===== config.mk =====
export PLATFORM = sky130hd
export DESIGN_NAME = cpu_sequencer_flat
export DESIGN_NICKNAME = d
export VERILOG_FILES = /design/src/rtl/cpu_sequencer_if.sv /design/src/rtl/cpu_sequencer.sv /design/src/flat_wrapper.sv
export SDC_FILE = /design/constraint.sdc
export NUM_CORES = 1
export LEC_CHECK = 0
export CAP_MARGIN = 20
export CORE_ASPECT_RATIO = 2
export CORE_MARGIN = 4
export CORE_UTILIZATION = 35
export CTS_BUF_LIST = sky130_fd_sc_hd__clkbuf_16
export CTS_CLUSTER_DIAMETER = 50
export CTS_CLUSTER_SIZE = 12
export DETAILED_ROUTE_END_ITERATION = 16
export SYNTH_ARGS = -nofsm -noshare
export SYNTH_HDL_FRONTEND = slang
export SYNTH_SLANG_ARGS = --single-unit

===== constraint.sdc =====
create_clock -name clk -period 2.35 [get_ports clk]
set_input_delay 0.235 -clock clk [delete_from_list [all_inputs] [get_ports clk]]
set_output_delay 0.235 -clock clk [all_outputs]
set_load 0.1 [all_outputs]

===== src/rtl/cpu_sequencer_if.sv =====
// cpu_sequencer_if
//   Bundles the control handshake between the instruction sequencer and the
//   datapath / UART / memory blocks it paces.
//   master : the sequencer (samples decoder/UART status, drives strobes)
//   slave  : the datapath side (drives status, samples strobes)
//   Signals
//     start        level request to leave IDLE or HALT
//     opcode[3:0]  instruction[15:12] from the IR
//     pc_jmp       jump-taken from the decoder, used only in EXEC
//     tx_busy      UART transmitter busy
//     rx_ready     UART receive byte available
//     iram_re      instruction-memory read enable
//     ir_we        instruction-register load strobe
//     exec_en      qualifies decoder write controls
//     dram_en      DRAM access window
//     pc_inc       program-counter increment strobe
//     halted       high while in HALT
//     state[2:0]   current sequencer state encoding
//     instr_count  retired-instruction count (wraps)
//     stall_err    sticky UART stall timeout flag
interface cpu_sequencer_if;
  logic        start;
  logic [3:0]  opcode;
  logic        pc_jmp;
  logic        tx_busy;
  logic        rx_ready;
  logic        iram_re;
  logic        ir_we;
  logic        exec_en;
  logic        dram_en;
  logic        pc_inc;
  logic        halted;
  logic [2:0]  state;
  logic [15:0] instr_count;
  logic        stall_err;

  modport master (
    input  start, opcode, pc_jmp, tx_busy, rx_ready,
    output iram_re, ir_we, exec_en, dram_en, pc_inc, halted, state,
           instr_count, stall_err
  );

  modport slave (
    output start, opcode, pc_jmp, tx_busy, rx_ready,
    input  iram_re, ir_we, exec_en, dram_en, pc_inc, halted, state,
           instr_count, stall_err
  );
endinterface


===== src/rtl/cpu_sequencer.sv =====
// cpu_sequencer
//   Multi-cycle instruction sequencer: fetch, IR load, decode, optional DRAM
//   wait or UART stall, execute. Strobes are Moore-decoded from the state
//   register; only pc_inc looks at live inputs (pc_jmp in EXEC, start in HALT).
//   Ports
//     clk    rising-edge clock
//     rst_n  asynchronous active-low reset
//     bus    cpu_sequencer_if.master (status in, strobes/state/count out)
//   Parameters
//     FETCH_WAIT   instruction-memory latency in cycles (1..15)
//     MEM_WAIT     DRAM access cycles for opcodes 0111/1000 (1..15)
//     STALL_LIMIT  UART stall timeout in cycles
//   Build option
//     STALL_TIMEOUT_EN  when defined, a stall lasting STALL_LIMIT cycles sets
//                       the sticky stall_err and parks the sequencer in HALT.
//                       When undefined, STALL waits forever and stall_err = 0.
//
//   state  | meaning
//   -------+------------------------------------------------------------
//   IDLE   | after reset, waits for start
//   FETCH  | iram_re for FETCH_WAIT cycles
//   LOAD   | ir_we for one cycle
//   DECODE | classify opcode, latch it for the stall check
//   EXEC   | exec_en one cycle, pc_inc unless jump taken, count retires
//   MEMW   | dram_en for MEM_WAIT cycles
//   STALL  | waits for UART tx idle / rx byte
//   HALT   | halted; start resumes at FETCH skipping the halt word
module cpu_sequencer #(
  parameter int FETCH_WAIT  = 1,
  parameter int MEM_WAIT    = 2,
  parameter int STALL_LIMIT = 1024
) (
  input  logic              clk,
  input  logic              rst_n,
  cpu_sequencer_if.master   bus
);

  typedef enum logic [2:0] {
    IDLE   = 3'd0,
    FETCH  = 3'd1,
    LOAD   = 3'd2,
    DECODE = 3'd3,
    EXEC   = 3'd4,
    MEMW   = 3'd5,
    STALL  = 3'd6,
    HALT   = 3'd7
  } state_t;

  state_t      state_q, state_d;
  logic [3:0]  wait_q, wait_d;
  logic [3:0]  op_q, op_d;
  logic [15:0] instr_count_q;

  function automatic logic stall_hit(input logic [3:0] op, input logic tx_busy,
                                     input logic rx_ready);
    return ((op == 4'b1101) && tx_busy) || ((op == 4'b1110) && !rx_ready);
  endfunction

`ifdef STALL_TIMEOUT_EN
  localparam int SW = $clog2(STALL_LIMIT + 1);
  logic [SW-1:0] stall_q, stall_d;
  logic          stall_err_q, stall_err_d;
`endif

  always_ff @(posedge clk or negedge rst_n) begin
    if (!rst_n) begin
      state_q       <= IDLE;
      wait_q        <= '0;
      op_q          <= '0;
      instr_count_q <= '0;
`ifdef STALL_TIMEOUT_EN
      stall_q       <= '0;
      stall_err_q   <= 1'b0;
`endif
    end else begin
      state_q <= state_d;
      wait_q  <= wait_d;
      op_q    <= op_d;
      if (state_q == EXEC) instr_count_q <= instr_count_q + 16'd1;
`ifdef STALL_TIMEOUT_EN
      stall_q     <= stall_d;
      stall_err_q <= stall_err_d;
`endif
    end
  end

  always_comb begin
    state_d = state_q;
    wait_d  = wait_q;
    op_d    = op_q;
`ifdef STALL_TIMEOUT_EN
    stall_d     = stall_q;
    stall_err_d = stall_err_q;
`endif
    case (state_q)
      IDLE, HALT: begin
        if (bus.start) begin
          state_d = FETCH;
          wait_d  = 4'(FETCH_WAIT - 1);
        end
      end
      FETCH: begin
        if (wait_q == 4'd0) state_d = LOAD;
        else                wait_d  = wait_q - 4'd1;
      end
      LOAD: state_d = DECODE;
      DECODE: begin
        op_d = bus.opcode;
        if (bus.opcode == 4'b0000) begin
          state_d = HALT;
        end else if (bus.opcode == 4'b0111 || bus.opcode == 4'b1000) begin
          state_d = MEMW;
          wait_d  = 4'(MEM_WAIT - 1);
        end else if (stall_hit(bus.opcode, bus.tx_busy, bus.rx_ready)) begin
          state_d = STALL;
`ifdef STALL_TIMEOUT_EN
          stall_d = SW'(STALL_LIMIT - 1);
`endif
        end else begin
          state_d = EXEC;
        end
      end
      MEMW: begin
        if (wait_q == 4'd0) state_d = EXEC;
        else                wait_d  = wait_q - 4'd1;
      end
      STALL: begin
        if (!stall_hit(op_q, bus.tx_busy, bus.rx_ready)) begin
          state_d = EXEC;
        end
`ifdef STALL_TIMEOUT_EN
        // Timed out: abandon the instruction without executing it.
        else if (stall_q == '0) begin
          state_d     = HALT;
          stall_err_d = 1'b1;
        end else begin
          stall_d = stall_q - 1'b1;
        end
`endif
      end
      EXEC: begin
        state_d = FETCH;
        wait_d  = 4'(FETCH_WAIT - 1);
      end
      default: state_d = IDLE;
    endcase
  end

  assign bus.state       = state_q;
  assign bus.iram_re     = (state_q == FETCH);
  assign bus.ir_we       = (state_q == LOAD);
  assign bus.exec_en     = (state_q == EXEC);
  assign bus.dram_en     = (state_q == MEMW);
  assign bus.halted      = (state_q == HALT);
  assign bus.instr_count = instr_count_q;
  // Leaving HALT increments past the halt word.
  assign bus.pc_inc      = ((state_q == EXEC) && !bus.pc_jmp) ||
                           ((state_q == HALT) && bus.start);
`ifdef STALL_TIMEOUT_EN
  assign bus.stall_err   = stall_err_q;
`else
  assign bus.stall_err   = 1'b0;
`endif

endmodule

===== src/flat_wrapper.sv =====
// flat-port wrapper written by rule: the top's interface ports become plain ports
module cpu_sequencer_flat 
#(
  parameter int FETCH_WAIT  = 1,
  parameter int MEM_WAIT    = 2,
  parameter int STALL_LIMIT = 1024
)
  (clk, rst_n, bus_start, bus_opcode, bus_pc_jmp, bus_tx_busy, bus_rx_ready, bus_iram_re, bus_ir_we, bus_exec_en, bus_dram_en, bus_pc_inc, bus_halted, bus_state, bus_instr_count, bus_stall_err);
  cpu_sequencer_if bus_i ();
  input  logic clk;
  input  logic rst_n;
  input wire logic [$bits(bus_i.start)-1:0] bus_start;
  input wire logic [$bits(bus_i.opcode)-1:0] bus_opcode;
  input wire logic [$bits(bus_i.pc_jmp)-1:0] bus_pc_jmp;
  input wire logic [$bits(bus_i.tx_busy)-1:0] bus_tx_busy;
  input wire logic [$bits(bus_i.rx_ready)-1:0] bus_rx_ready;
  output wire logic [$bits(bus_i.iram_re)-1:0] bus_iram_re;
  output wire logic [$bits(bus_i.ir_we)-1:0] bus_ir_we;
  output wire logic [$bits(bus_i.exec_en)-1:0] bus_exec_en;
  output wire logic [$bits(bus_i.dram_en)-1:0] bus_dram_en;
  output wire logic [$bits(bus_i.pc_inc)-1:0] bus_pc_inc;
  output wire logic [$bits(bus_i.halted)-1:0] bus_halted;
  output wire logic [$bits(bus_i.state)-1:0] bus_state;
  output wire logic [$bits(bus_i.instr_count)-1:0] bus_instr_count;
  output wire logic [$bits(bus_i.stall_err)-1:0] bus_stall_err;
  assign bus_i.start = bus_start;
  assign bus_i.opcode = bus_opcode;
  assign bus_i.pc_jmp = bus_pc_jmp;
  assign bus_i.tx_busy = bus_tx_busy;
  assign bus_i.rx_ready = bus_rx_ready;
  assign bus_iram_re = bus_i.iram_re;
  assign bus_ir_we = bus_i.ir_we;
  assign bus_exec_en = bus_i.exec_en;
  assign bus_dram_en = bus_i.dram_en;
  assign bus_pc_inc = bus_i.pc_inc;
  assign bus_halted = bus_i.halted;
  assign bus_state = bus_i.state;
  assign bus_instr_count = bus_i.instr_count;
  assign bus_stall_err = bus_i.stall_err;
  cpu_sequencer #(.FETCH_WAIT(FETCH_WAIT), .MEM_WAIT(MEM_WAIT), .STALL_LIMIT(STALL_LIMIT)) u_core (.clk(clk), .rst_n(rst_n), .bus(bus_i));
endmodule

==> results of run 1 <==
per-stage QoR:
step | instance area [sq um] | setup TNS (ps)
floorplan | 1480 | -341
global placement | 1840 | 0
detailed placement | 1840 | 0
CTS | 1910 | 0
global route | 1910 | 0
finish | 1910 | 0
cell usage in the layout (no fill, tap or decap), types with 2 or more instances in the layout:
cell type | synthesis | final
o21ai_0 | 3 | 3
a22o_1 | 3 | 2
xnor2_1 | 7 | 7
nand3b_1 | 2 | 2
ha_1 | 2 | 2
and4_1 | 2 | 2
a21oi_1 | 4 | 4
nand4_1 | 5 | 5
nor3_1 | 4 | 4
mux2_2 | 5 | 5
inv_1 | 8 | 9
nor2_4 | 0 | 2
nand2b_1 | 2 | 2
nor2_1 | 12 | 9
clkdlybuf4s50_1 | 0 | 9
nand2_1 | 8 | 8
nand4_2 | 2 | 2
buf_4 | 3 | 26
dfrtp_1 | 27 | 27
buf_12 | 0 | 2
nand3_1 | 6 | 6
clkbuf_16 | 0 | 3
or3_1 | 2 | 2
xor2_1 | 8 | 8
and3_1 | 3 | 3
power groups by stage:
stage | logic (W) | registers (W) | clock network [W]
6_report | 0.00151 | 0.000764 | 0.000366
5_1_grt | 0.00160 | 0.000798 | 0.000395
4_1_cts | 0.00152 | 0.000765 | 0.000376
3_5_place_dp | 0.00152 | 0.000773 | 0
3_3_place_gp | 0.00150 | 0.000769 | 0
2_1_floorplan | 0.000835 | 0.00111 | 0
cell type report:
| type | count | area share [%] |
|---|---|---|
| Clock buffer | 3 | 3.92 |
| Clock inverter | 1 | 0.196 |
| Inverter | 8 | 1.57 |
| Multi-Input combinational cell | 102 | 38.6 |
| Sequential cell | 27 | 35.3 |
| Tap cell | 52 | 3.40 |
| Timing Repair Buffer | 37 | 17.0 |
logic make-up (layout without fill, tap and decap cells):
group | count (synthesis) | after routing | share of synthesized area, %
buffers and inverters | 13 | 49 | 4.70
other | 1 | 1 | 0.256
multiplexers | 5 | 5 | 3.84
adder cells (fa/ha/maj) | 2 | 2 | 1.71
flip-flops | 27 | 27 | 46.1
XOR/XNOR | 15 | 15 | 8.97
AO/OA/AOI/OAI | 20 | 20 | 9.91
AND/OR/NAND/NOR | 59 | 59 | 24.5
Yosys cell counts, types with 2 or more instances:
library cell and instances:
buf_4 3, nor2_1 12, and4_1 2, or3_1 2, a22o_1 3, inv_1 8
nor3_1 4, dfrtp_1 27, xnor2_1 7, nand3b_1 2, and3_1 3, xor2_1 8
mux2_2 5, a21oi_1 4, nand4_2 2, nand2b_1 2, nand3_1 6, ha_1 2
o21ai_0 3, nand2_1 8, nand4_1 5
per-layer routing:
layer  routed length (um)  part of all wire (%)  global-route usage (%)
met3                  222                   6.7                    2.55
met1                 1190                    36                    16.0
met4                   72                   2.2                    4.92
met5                    0                     0                       0
met2                 1820                    55                    25.5
flip-flops by register name, indices dropped and copies added, names as in the netlist:
signal / cells
u_core.bus.instr_count: 16
u_core.wait_q: 4
u_core.op_q: 4
u_core.bus.state: 3
final timing paths:
kind | endpoint | slack, ps | cells after the start
max | bus_pc_inc | 530 | 3
max reg2reg | u_core.wait_q[0] | 650 | 4
max in group asynchronous | u_core.bus.instr_count[15] | 1740 | 2
min reg2reg | u_core.bus.instr_count[15] | 470 | 1
min in group clk | u_core.bus.instr_count[15] | 470 | 1
min | u_core.bus.instr_count[2] | 360 | 2
worst max-delay path, stage by stage, from the launching register on:
cell	delay [ps]
dfrtp_1	520
nor3b_2	390
a22o_2	240
buf_12	170
==> impl_metrics.env, run 1 <==
export IMPL_gp_congestion=0.852
export IMPL_die_height_um=99.5
export IMPL_synth_cells=142
export IMPL_yosysTopAreaCell="dfrtp_1"
export IMPL_final_period_utilization_pct=77.3
export IMPL_synth_nets=154
export IMPL_status="finished clean"
export IMPL_power_density_mw_per_mm2=1380
export IMPL_p_comb_share_pct=57.1
export IMPL_multi_input_area_sq_um=739
export IMPL_first_pass_iters=4
export IMPL_final_cells=230
export IMPL_drv_cap=0
export IMPL_ys_ff_latch=27
export IMPL_critPathLaunchType="register"
export IMPL_cp_required_ps=2120
export IMPL_seq_power_share_pct=29.0
export IMPL_via_per_inst=5.20
export IMPL_final_core_util_pct=46.8
export IMPL_fin_skew_ps=2.49
export IMPL_max_clock_freq_mhz=551
export IMPL_wl_per_cell_um=14.3
export IMPL_peakVddDrop_v=0.000898
export IMPL_fin_ws_ps=535
export IMPL_nets=191
export IMPL_synth_area_leaders="dfrtp_1 (46%), xor2_1 (4.8%), xnor2_1 (4.2%), mux2_2 (3.8%), nor2_1 (3.1%)"
export IMPL_numPortBuffers=34
export IMPL_dieWidth_um=53.8
export IMPL_p_int_w=0.00126
export IMPL_r2r_start="u_core.bus.state[1]"
export IMPL_nFillCells=393
export IMPL_grt_pass1_vias=1233
export IMPL_start_util_pct=35.8
export IMPL_sw_frac_of_total_pct=52.0
export IMPL_syn_avg_cell_area_sq_um=10.3
export IMPL_post_cts_resized=0
export IMPL_die_area_sq_mm=0.00535
export IMPL_wl_um=3300
export IMPL_cts_setup_buffers=0
export IMPL_ant_nets=0
export IMPL_cts_made_buffers=3
export IMPL_dr_total_vias=1197
export IMPL_synthArstFlopShare_pct=100
export IMPL_path_class="register to output port"
export IMPL_p_sw_w=0.00137
export IMPL_period_needed_ps=1820
export IMPL_postCtsHoldBufs=0
export IMPL_antenna_cells=0
export IMPL_clockPowerShare_pct=13.9
export IMPL_grt_use_total_pct=14.3
export IMPL_grt_setup_unrepaired="false"
export IMPL_drtIter0Drc=16
export IMPL_hold_viol_final=0
export IMPL_p_leak_nw=0.896
export IMPL_areaGrowthSynthToFinish_pct=30.7
export IMPL_drv_slew=0
export IMPL_ios=36
export IMPL_yosysTopAreaCellShare_pct=46.1
export IMPL_rows=33
export IMPL_arrival_ps=1580
export IMPL_clock_latency_ps=250
export IMPL_startpoint="u_core.bus.state[1]"
export IMPL_clock_path_buffers=2
export IMPL_synth_edf_count=0
export IMPL_place_inst=226
export IMPL_ys_warn_count=0
export IMPL_cts_root_buf="clkbuf_16"
export IMPL_power_total_w=0.00264
export IMPL_grt_max_degree=28
export IMPL_htreeDepth=1
export IMPL_core_area_sq_mm=0.00409
export IMPL_syn_area_sq_mm=0.00147
export IMPL_grt_pass1_wl_um=5760
export IMPL_overflow=0
export IMPL_cts_tree="done"
export IMPL_clock_sinks=27
export IMPL_hold_class="input pin to asynchronous set/reset pin"
export IMPL_drc=0
export IMPL_synth_distinct_cells=45
export IMPL_antenna_found_initial=0
export IMPL_cp_end_kind="output port"
export IMPL_ff_latch_area_sq_um=676
export IMPL_dp_slack_ps=481
export IMPL_ys_seq_area_share_pct=46.1
export IMPL_final_setup_viol_count=0
export IMPL_dominantRegCellSynth="dfrtp_1"
export IMPL_drive_gt1_share_pct=27.0
export IMPL_path_clk_slew_ps=60
export IMPL_worstPathMaxFanout=13
export IMPL_dpl_hpwl_um=2660
export IMPL_whs_ps=357
Note: power is estimated with default switching activity, not from simulation.
==> run 2, diff against run 1 <==
==> constraint.sdc (replaced) <==
create_clock -name clk -period 1.75 [get_ports clk]
set_input_delay 0.175 -clock clk [delete_from_list [all_inputs] [get_ports clk]]
set_output_delay 0.175 -clock clk [all_outputs]
set_load 0.1 [all_outputs]
==> impl_metrics.env, run 2 (synthesis results as in run 1) <==
export IMPL_via_per_inst=5.16
export IMPL_cpMaxStageDelayCell="dfrtp_4"
export IMPL_seq_power_share_pct=26.4
export IMPL_antenna_cells=0
export IMPL_drtIter0Drc=11
export IMPL_clock_path_buffers=2
export IMPL_ff2ff_setup_slack_ps=140
export IMPL_cp_end_kind="output port"
export IMPL_place_area_sq_mm=0.00206
export IMPL_path_class="register to output port"
export IMPL_startpoint="u_core.bus.state[2]"
export IMPL_clockPowerShare_pct=12.9
export IMPL_nets=200
export IMPL_worstPathMaxFanout=10
export IMPL_crit_end="bus_pc_inc"
export IMPL_areaGrowthSynthToFinish_pct=50.0
export IMPL_crit_family="flip-flops"
export IMPL_arrival_ps=1530
export IMPL_sw_frac_of_total_pct=48.1
export IMPL_first_pass_iters=4
export IMPL_tns_ps=0
export IMPL_final_setup_viol_count=0
export IMPL_final_core_util_pct=53.8
export IMPL_postCtsHoldBufs=0
export IMPL_drc=0
export IMPL_p_int_w=0.00207
export IMPL_ios=36
export IMPL_cts_made_buffers=3
export IMPL_grt_use_total_pct=15.0
export IMPL_crit_chain="nor3b_4 > buf_6 > a22o_4 > buf_12"
export IMPL_cp_slowest_stage_delay_ps=540
export IMPL_fin_skew_ps=3.59
export IMPL_overflow=0
export IMPL_hold_class="input pin to asynchronous set/reset pin"
export IMPL_ant_nets=0
export IMPL_r2r_start="u_core.bus.state[0]"
export IMPL_status="finished clean"
export IMPL_rows=33
export IMPL_cp_required_ps=1570
export IMPL_timing_rr_end="u_core.bus.instr_count[1]"
export IMPL_p_sw_w=0.00192
export IMPL_cts_tree="done"
export IMPL_dpl_hpwl_um=2730
export IMPL_dieWidth_um=53.8
export IMPL_gp_congestion=0.791
export IMPL_power_total_w=0.00399
export IMPL_cp_num_buf_inv=2
export IMPL_grt_max_degree=28
export IMPL_clock_latency_ps=260
export IMPL_wl_um=3400
export IMPL_drv_cap=0
export IMPL_reg2reg_depth=5
export IMPL_cts_root_buf="clkbuf_16"
export IMPL_design_area_sq_mm=0.00220
export IMPL_max_clock_freq_mhz=586
export IMPL_drv_slew=0
export IMPL_largest_reg_flops=16
export IMPL_p_leak_nw=0.977
export IMPL_core_area_sq_mm=0.00409
export IMPL_grt_setup_unrepaired="false"
export IMPL_die_area_sq_mm=0.00535
export IMPL_antenna_found_initial=0
export IMPL_path_clk_slew_ps=70
export IMPL_htreeDepth=1
export IMPL_hold_viol_final=0
export IMPL_grt_pass1_vias=1339
export IMPL_dr_total_vias=1233
export IMPL_drive_gt1_share_pct=40.1
export IMPL_numPortBuffers=34
export IMPL_peakVddDrop_v=0.00114
export IMPL_power_density_mw_per_mm2=1820
export IMPL_die_height_um=99.5
export IMPL_grt_pass1_wl_um=6110
export IMPL_final_common_cell="buf_4"
export IMPL_period_needed_ps=1710
export IMPL_start_util_pct=35.8
export IMPL_critPathLaunchType="register"
export IMPL_critical_path_depth=4
export IMPL_whs_ps=287
export IMPL_final_period_utilization_pct=97.5
export IMPL_final_cell_mix="buf_4 (21), buf_12 (15), dfrtp_1 (13)"
export IMPL_p_comb_share_pct=60.7
export IMPL_wl_per_cell_um=14.2
export IMPL_clock_sinks=27
run 2: metal layers:
layer | share of wire (%) | vias up | track usage, % | wire length, um
li1 | - | 591 | - | -
met3 | 5.0 | 6 | 2.85 | 170
met5 | 0 | - | 0 | 0
met1 | 37 | 601 | 16.2 | 1250
met2 | 56 | 35 | 26.7 | 1900
met4 | 2.4 | 0 | 6.30 | 80
run 2: area by class of cell:
class | count | area (sq um)
Clock buffer | 3 | 75.1
Inverter | 8 | 30.0
Multi-Input combinational cell | 102 | 763
Timing Repair Buffer | 46 | 559
Sequential cell | 27 | 701
Tap cell | 52 | 65.1
Fill cell | 358 | 1890
Clock inverter | 1 | 5.00
run 2: worst reg2reg max path, cell delays in order (launching register included):
cell and delay [ps]:
dfrtp_4 540, nor3b_4 250, buf_6 150, buf_12 110, buf_4 140, mux2_2 330
run 2: worst min-delay path by stage:
stage                                             to  slack (ps)  cells after the start
after global routing                  u_core.op_q[3]         350                      2
final                      u_core.bus.instr_count[5]         290                      2
after global placement     u_core.bus.instr_count[7]         460                      1
after floorplan            u_core.bus.instr_count[0]        -120                      0
after detailed placement  u_core.bus.instr_count[15]         460                      1
after CTS                             u_core.op_q[0]         310                      2
run 2: timing repair:
action	4_1_cts	5_1_grt
pin swaps	0	0
setup endpoints to repair	1	1
buffers inserted	3	0
gates resized for setup	2	1
run 2: power groups by stage:
stage               logic, W  clock network [W]  registers [W]
floorplan            0.00115                  0        0.00153
detailed placement   0.00236                  0        0.00106
global route         0.00256           0.000545        0.00109
finish               0.00242           0.000513        0.00105
global placement     0.00233                  0        0.00105
CTS                  0.00244           0.000524        0.00106
run 2: through the flow:
stage,setup WS [ps],cells
2_1_floorplan,-212,142
4_1_cts,35.8,239
5_1_grt,10.5,239
3_5_place_dp,37.2,232
3_3_place_gp,59.6,232
6_report,43.9,239
==> run 3, diff against run 2 <==
--- a/config.mk
+++ b/config.mk
@@ -5,10 +5,11 @@
 export SDC_FILE = /design/constraint.sdc
 export NUM_CORES = 1
 export LEC_CHECK = 0
+export ABC_CLOCK_PERIOD_IN_PS = 1750
 export CAP_MARGIN = 20
 export CORE_ASPECT_RATIO = 2
 export CORE_MARGIN = 4
-export CORE_UTILIZATION = 35
+export CORE_UTILIZATION = 25
 export CTS_BUF_LIST = sky130_fd_sc_hd__clkbuf_16
 export CTS_CLUSTER_DIAMETER = 50
 export CTS_CLUSTER_SIZE = 12
==> impl_metrics.env, run 3 (synthesis results as in run 1) <==
export IMPL_hold_viol_final=0
export IMPL_final_period_utilization_pct=95.9
export IMPL_grt_pass1_wl_um=6080
export IMPL_drtIter0Drc=44
export IMPL_drive_gt1_share_pct=42.0
export IMPL_path_clk_slew_ps=70
export IMPL_die_height_um=116
export IMPL_r2r_start="u_core.wait_q[0]"
export IMPL_nets=206
export IMPL_clock_latency_ps=260
export IMPL_drv_cap=0
export IMPL_startpoint="u_core.bus.state[0]"
export IMPL_sw_frac_of_total_pct=47.5
export IMPL_drc=0
export IMPL_worstPathMaxFanout=6
export IMPL_rows=39
export IMPL_final_common_cell="buf_4"
export IMPL_ff_latch_area_sq_um=701
export IMPL_final_cell_mix="buf_4 (26), buf_12 (16), dfrtp_1 (13)"
export IMPL_fin_skew_ps=4.75
export IMPL_p_comb_share_pct=61.7
export IMPL_max_clock_freq_mhz=596
export IMPL_antenna_cells=0
export IMPL_place_area_sq_mm=0.00212
export IMPL_wl_per_cell_um=13.9
export IMPL_seq_power_share_pct=25.5
export IMPL_drv_slew=0
export IMPL_final_core_util_pct=39.7
export IMPL_antenna_found_initial=0
export IMPL_final_setup_viol_count=0
export IMPL_largest_reg_flops=16
export IMPL_dpl_hpwl_um=2730
export IMPL_path_class="register to output port"
export IMPL_clock_path_buffers=2
export IMPL_clock_sinks=27
export IMPL_power_total_w=0.00413
export IMPL_grt_max_degree=28
export IMPL_dieWidth_um=62.1
export IMPL_p_int_w=0.00217
export IMPL_nFillCells=551
export IMPL_arrival_ps=1500
export IMPL_power_density_mw_per_mm2=1820
export IMPL_grt_pass1_vias=1276
export IMPL_grt_use_total_pct=10.4
export IMPL_ff2ff_setup_slack_ps=110
export IMPL_cts_made_buffers=3
export IMPL_multi_input_area_sq_um=761
export IMPL_via_per_inst=4.91
export IMPL_hold_class="input pin to asynchronous set/reset pin"
export IMPL_ios=36
export IMPL_ant_nets=0
export IMPL_p_sw_w=0.00196
export IMPL_peakVddDrop_v=0.00169
export IMPL_areaGrowthSynthToFinish_pct=54.8
export IMPL_period_needed_ps=1680
export IMPL_numPortBuffers=34
export IMPL_wl_um=3540
export IMPL_final_cells=254
export IMPL_htreeDepth=1
export IMPL_tns_ps=0
export IMPL_core_area_sq_mm=0.00571
export IMPL_p_leak_nw=1.01
export IMPL_cp_end_kind="output port"
export IMPL_die_area_sq_mm=0.00722
export IMPL_cts_root_buf="clkbuf_16"
export IMPL_clockPowerShare_pct=12.7
export IMPL_cp_required_ps=1570
export IMPL_dr_total_vias=1246
export IMPL_start_util_pct=25.7
export IMPL_overflow=0
export IMPL_cts_tree="done"
export IMPL_design_area_sq_mm=0.00227
export IMPL_gp_congestion=0.798
export IMPL_grt_setup_unrepaired="false"
export IMPL_status="finished clean"
export IMPL_place_inst=244
export IMPL_first_pass_iters=4
export IMPL_critPathLaunchType="register"
-- run 3: through the flow --
stage               hold slack (ps)  worst slack, ps
CTS                             320             16.6
floorplan                      -121             -212
global route                    343             7.68
detailed placement              459             73.8
global placement                459             90.9
finish                          298             72.2
-- run 3: worst paths after layout --
| kind | end | cells after the start |
|---|---|---|
| min | u_core.bus.instr_count[8] | 2 |
| max reg2reg | u_core.wait_q[0] | 6 |
| min reg2reg | u_core.bus.instr_count[15] | 1 |
| max in group asynchronous | u_core.bus.state[0] | 2 |
| min in group clk | u_core.bus.instr_count[15] | 1 |
| max | bus_pc_inc | 5 |
-- run 3: cell type report --
class	count	share of cell area (%)
well taps	61	3.36
repair buffers	52	27.2
clock buffers	3	3.31
multi-input cells	102	33.5
clock inverters	1	0.221
flip-flops and latches	27	30.9
inverters	8	1.49
-- run 3: per-layer routing --
layer / part of all wire [%] / global-route usage (%) / vias to the layer above
met5: 0 / 0 / -
met4: 1.4 / 4.34 / 0
met3: 5.7 / 2.21 / 4
met2: 54 / 19.2 / 37
met1: 39 / 11.3 / 598
li1: - / - / 607
-- run 3: worst max-delay path, cell delays in order, from the launching register on --
cell,delay (ps)
dfrtp_4,520
buf_4,170
nand2_2,90
nor2_4,60
a22o_4,230
buf_12,160
-- run 3: power groups by stage --
| stage | Clock (W) | Combinational (W) | Sequential, W |
|---|---|---|---|
| CTS | 0.000545 | 0.00247 | 0.00109 |
| finish | 0.000526 | 0.00255 | 0.00106 |
| detailed placement | 0 | 0.00242 | 0.00109 |
| global route | 0.000571 | 0.00269 | 0.00109 |
| floorplan | 0 | 0.00115 | 0.00153 |
| global placement | 0 | 0.00240 | 0.00109 |
-- run 3: timing repair --
item / CTS / global route
hold buffers: 0 / 0
gates resized for setup: 2 / 1
endpoints found under the setup margin: 1 / 1
pin swaps: 0 / 0
setup buffers: 2 / 4
